$ cat src/rtl/ti_polyphase_decim.sv
// ti_polyphase_decim
// Polyphase decimator front end. Signed samples shift through an M-deep
// tapped delay line. Every M accepted samples, the post-shift taps are
// captured in parallel into an M-lane output register. A one-cycle valid
// strobe marks each capture. Decimation comes from an internal phase counter,
// so the whole block runs on a single clock.

module ti_polyphase_decim #(
    parameter int BW       = 6,
    parameter int M        = 4,
    parameter int LANE_REV = 0,
    parameter int CW       = $clog2(M)
) (
    input  logic                 i_clk,
    input  logic                 i_res,
    input  logic                 i_enable,
    input  logic                 i_sync,
    input  logic signed [BW-1:0] i_in,
    output logic [M*BW-1:0]      o_out,
    output logic                 o_out_valid,
    output logic [CW-1:0]        o_phase
);

    localparam logic [CW-1:0] LAST_PHASE = CW'(M - 1);
    localparam logic [CW-1:0] ONE_PHASE  = CW'(1);

    logic [BW-1:0]   r_z [1:M];
    logic [CW-1:0]   r_cnt;
    logic [M*BW-1:0] r_out;
    logic            r_out_valid;

    logic            w_strobe;
    logic [BW-1:0]   w_p [1:M];
    logic [M*BW-1:0] w_lanes;

    // Frame-complete strobe: last phase accepted, not pre-empted by a realignment
    always_comb begin
        w_strobe = i_enable & ~i_sync & (r_cnt == LAST_PHASE);
    end

    // Post-shift view of the delay line; the current input is the newest tap
    always_comb begin
        w_p[1] = i_in;
        for (int k = 2; k <= M; k++) begin
            w_p[k] = r_z[k-1];
        end
    end

    // Map post-shift taps onto output lanes (newest-first or oldest-first)
    always_comb begin
        w_lanes = '0;
        for (int k = 0; k < M; k++) begin
            if (LANE_REV == 0) begin
                w_lanes[k*BW +: BW] = w_p[k+1];
            end else begin
                w_lanes[k*BW +: BW] = w_p[M-k];
            end
        end
    end

    // Tapped delay line: shifts only on accepted samples, SYNC does not block it
    always_ff @(posedge i_clk) begin
        if (i_res) begin
            for (int k = 1; k <= M; k++) begin
                r_z[k] <= '0;
            end
        end else if (i_enable) begin
            r_z[1] <= i_in;
            for (int k = 2; k <= M; k++) begin
                r_z[k] <= r_z[k-1];
            end
        end
    end

    // Phase counter: a SYNC edge makes its own accepted sample phase 0 of a new frame
    always_ff @(posedge i_clk) begin
        if (i_res) begin
            r_cnt <= '0;
        end else if (i_sync) begin
            r_cnt <= i_enable ? ONE_PHASE : '0;
        end else if (i_enable) begin
            r_cnt <= w_strobe ? '0 : (r_cnt + ONE_PHASE);
        end
    end

    // Output frame register and its one-cycle valid strobe
    always_ff @(posedge i_clk) begin
        if (i_res) begin
            r_out       <= '0;
            r_out_valid <= 1'b0;
        end else begin
            r_out_valid <= w_strobe;
            if (w_strobe) begin
                r_out <= w_lanes;
            end
        end
    end

    assign o_out       = r_out;
    assign o_out_valid = r_out_valid;
    assign o_phase     = r_cnt;

endmodule

$ cat config.mk
export PLATFORM = sky130hd
export DESIGN_NAME = ti_polyphase_decim
export DESIGN_NICKNAME = d
export VERILOG_FILES = /design/src/rtl/ti_polyphase_decim.sv
export SDC_FILE = /design/constraint.sdc
export NUM_CORES = 1
export LEC_CHECK = 0
export ABC_CLOCK_PERIOD_IN_PS = 3070
export BUFFER_PORTS_ARGS = -buffer_cell sky130_fd_sc_hd__buf_4
export CAP_MARGIN = 0
export CORE_MARGIN = 1.5
export CORE_UTILIZATION = 35
export CTS_BUF_LIST = sky130_fd_sc_hd__clkbuf_4 sky130_fd_sc_hd__clkbuf_8
export DETAILED_ROUTE_END_ITERATION = 16
export GPL_TIMING_DRIVEN = 1
export PLACE_DENSITY = 0.67
export SLEW_MARGIN = 20
export SYNTH_ARGS = -nofsm -noshare
export SYNTH_HDL_FRONTEND = slang
export SYNTH_SLANG_ARGS = --single-unit
$ cat constraint.sdc
create_clock -name i_clk -period 3.07 [get_ports i_clk]
set_input_delay 0.307 -clock i_clk [delete_from_list [all_inputs] [get_ports i_clk]]
set_output_delay 0.307 -clock i_clk [all_outputs]
set_load 0.05 [all_outputs]
==> summary.md <==
| Metric | Value |
|---|---|
| Count of cells along the worst register-to-register path | `4` |
| Maximum buffer depth of the clock tree | `2` |
| Worst hold slack after final layout | `0.2017 ns` |
| Worst path slowest cell | `sky130_fd_sc_hd__and3b_1` |
| Number of global-route vias before repair | `1083` |
| Min-Delay Path Class | `input pin to flop` |
| Number of H-tree levels | `2` |
| Final instance count without filler cells | `262` |
| Post-synthesis share of cell area spent on full adders, half adders and majority gates | `0.6325%` |
| Fill count | `546` |
| Worst Path Arrival | `1.97 ns` |
| Post-synthesis cell type with the largest combined area | `sky130_fd_sc_hd__dfxtp_1` |
| TritonCTS clock tree | `done` |
| Design internal power | `922.0 uW` |
| Kind of critical path | `flop to flop` |
| Post-synthesis mux area share | `12.65%` |
| Endpoint with the worst hold slack | `o_phase[1]` |
| Area enclosed by the die boundary | `6112 um^2` |
| Commonest non-fill, non-tap cell in the layout | `sky130_fd_sc_hd__buf_4` |
| Complex-gate fraction of the synthesized area | `0.7590%` |
| HPWL reported at the end of detailed placement | `1944 um` |
| Area share of the largest cell type after synthesis | `27.32%` |
| Instance area after placement | `2277 um^2` |
| Worst reg2reg endpoint | `o_out[19]` |
| Quantity of I/O buffers inserted on ports | `36` |
| Root cell of the clock tree | `sky130_fd_sc_hd__clkbuf_8` |
| Final Instance Area | `2390 um^2` |
| Area share of and/or/nand/nor cells after synthesis | `27.20%` |
| Min cycle time layout | `1.751 ns` |
| Residual DRC count | `0` |
| Switching Share | `20.03%` |
| Via-to-Cell Ratio | `4.332` |
| Die Y-Extent | `78.18 um` |
| Power Dens Cells | `482.4 nW/um^2` |
| 1st-iter DRT viols | `64` |
| RSZ-0062 raised after global routing | `false` |
| TNS Setup | `0 ns` |
| Reg-to-reg critical path startpoint | `o_phase[0]` |
| Clock network latency to the later pin of the worst-skew pair | `0.29 ns` |
| Starting density of the core | `36.15%` |
| Placed instance count | `254` |
| Overall power of the completed layout | `1.153 mW` |
| Critical path cell sequence | `ha_1, and3b_1, buf_12, mux2i_1` |
| Clock network power share | `38.2%` |
| Slack of the worst reg-to-reg path | `1.32 ns` |
| Max stage delay on crit path | `0.69 ns` |
| Clock-pin slew of the registers on the worst-case setup and hold paths | `0.08 ns` |
| Sequential fraction of design power | `56.1%` |
| Top post-synthesis cells by area | `sky130_fd_sc_hd__dfxtp_1 (27%), sky130_fd_sc_hd__edfxtp_1 (27%), sky130_fd_sc_hd__mux2i_1 (13%)` |
| Buffers inserted by post-CTS timing repair | `0` |
| Combinational family with the most area after synthesis | `simple AND/OR/NAND/NOR gates` |
| Synthesized Nets | `166` |
| Gpl congestion | `0.6678` |
| Critical path launch point type | `flop` |
| Number of sinks handled by clock tree synthesis | `45` |
| Part of the power in combinational logic | `5.7%` |
| Total global-route track usage | `10.67%` |
| Yosys reg bits | `45` |
| Avg Cell Area, Syn | `12.76 um^2` |
| Number of vias in the routed layout | `1135` |
| Final Hold Violating Endpoints | `0` |
| Worst setup path start | `o_phase[0]` |
| Warnings, synthesis | `0` |
| CTS resizes | `0` |
| Least setup slack across all paths after layout | `1.319 ns` |
| Area of the mapped netlist | `1978 um^2` |
| Count of pins over their slew limit | `0` |
| Net load switching power | `230.9 uW` |
| Hold Crit Depth | `2` |
| N_diodes | `0` |
| Maximum clock frequency | `571.1 MHz` |
| Final worst-path cycle share | `57.04%` |
| Peak VDD IR | `0.0002271 V` |
| Hold buffer count at CTS | `0` |
| Peak fanout along the critical path | `13` |
| Transition time at the pin with the least slew margin | `0.8009 ns` |
| Number of buffers inserted during clock tree synthesis | `5` |
| Final worst clock skew | `0.008132 ns` |
| Outcome | `complete, no violations` |
| Relative slew slack | `46.61%` |
| Post-Route Utilization | `43.67%` |
| Leak Pwr | `0.9259 nW` |
| Place WS | `1.215 ns` |
| Unique masters post-synth | `21` |
| DR pass1 iterations | `4` |
| Max-Cap Viols | `0` |
| Wire length of the first global-routing pass | `5043 um` |
| I/O pin total | `37` |
| # nets final | `200` |
| Fraction of final layout cells sized beyond drive strength 1 | `41.05%` |
| Core region area | `5473 um^2` |
| Initial antenna violation count | `0` |
| Sum of overflow across all layers after global routing | `0` |
| Synth Instances | `155` |
| Post-detailed-route wirelength per cell | `11.65 um` |
| Required time at the endpoint of the critical path | `3.29 ns` |
| Largest net degree at the start of global routing | `53` |
| Row cnt | `27` |
| Area Growth Syn to Fin | `20.81%` |
| Crit path capture type | `flop` |
| Total Wirelength | `3052 um` |
| Hold path startpoint | `i_sync` |
| Commonest cells after routing, fill and taps aside | `sky130_fd_sc_hd__buf_4 (36), sky130_fd_sc_hd__dfxtp_1 (27), sky130_fd_sc_hd__or2b_2 (26)` |
| Share of synthesized area occupied by flip-flops and latches | `54.65%` |
| Die width | `78.18 um` |
| Number of endpoints failing setup at the final stage | `0` |
| Antenna Violating Nets Remaining | `0` |
| Fraction of synthesized cell area in xor and xnor cells | `0%` |
[worst max-delay path by stage]
stage / endpoint / slack, ns
after floorplan: o_out[0] / 1.51
after global placement: o_out_valid / 1.23
after detailed placement: r_z[0][6] / 1.21
after CTS: o_out[19] / 1.30
after global routing: o_out[21] / 1.14
final: o_out[19] / 1.32
[final cells by class]
class / instances / area [um^2] / area share (%)
Tap cell: 72 / 90.09 / 3.770
Clock inverter: 2 / 33.78 / 1.414
Multi-Input combinational cell: 100 / 818.3 / 34.24
Clock buffer: 6 / 76.32 / 3.194
Sequential cell: 45 / 1081 / 45.24
Timing Repair Buffer: 37 / 290.3 / 12.15
[critical path: cells and delay by family (launching register included)]
kind / cells / cell delay [ns]
buffers and inverters: 1 / 0.24
AND/OR/NAND/NOR: 1 / 0.69
adder cells (fa/ha/maj): 1 / 0.19
flip-flops: 1 / 0.37
multiplexers: 1 / 0.18
[routing by layer]
| layer | vias to the layer above | wire length [um] | global-route usage [%] |
|---|---|---|---|
| met2 | 26 | 1384 | 17.83 |
| met3 | 5 | 158 | 4.186 |
| met4 | 0 | 46 | 3.750 |
| met1 | 529 | 1462 | 12.43 |
| met5 | - | 0 | 0 |
| li1 | 575 | - | - |
[synth_stat cells]
master	number
sky130_fd_sc_hd__edfxtp_1	18
sky130_fd_sc_hd__and3b_2	1
sky130_fd_sc_hd__nand2b_2	5
sky130_fd_sc_hd__or2b_1	2
sky130_fd_sc_hd__dfxtp_1	27
sky130_fd_sc_hd__nor4b_1	1
sky130_fd_sc_hd__or2b_2	26
sky130_fd_sc_hd__and2_1	18
sky130_fd_sc_hd__a21o_1	1
sky130_fd_sc_hd__ha_1	1
sky130_fd_sc_hd__nor2b_1	1
sky130_fd_sc_hd__clkbuf_1	6
sky130_fd_sc_hd__and3b_1	1
sky130_fd_sc_hd__o21bai_1	1
sky130_fd_sc_hd__buf_6	1
sky130_fd_sc_hd__buf_12	2
sky130_fd_sc_hd__buf_4	1
sky130_fd_sc_hd__or2_2	1
sky130_fd_sc_hd__nand2b_1	15
sky130_fd_sc_hd__mux2i_1	25
sky130_fd_sc_hd__nor3_1	1
[cells by family after synthesis]
group | Yosys count
muxes | 25
and+or+nand+nor | 72
AOI/OAI and AO/OA | 2
DFF | 45
adders and majority gates | 1
buffers and inverters | 10
[flip-flops by register name, indices dropped and copies added, names as in the netlist]
register,flops
o_phase,2
o_out_valid,1
r_z,18
o_out,24
[power by group through the flow]
stage	sequential (mW)	combinational (mW)	clock, mW
2_1_floorplan	0.665	0.0407	0
3_3_place_gp	0.660	0.0660	0
3_5_place_dp	0.661	0.0665	0
4_1_cts	0.647	0.0664	0.455
5_1_grt	0.650	0.0723	0.481
6_report	0.647	0.0652	0.441
No activity file was read; power rests on OpenSTA's default activity.
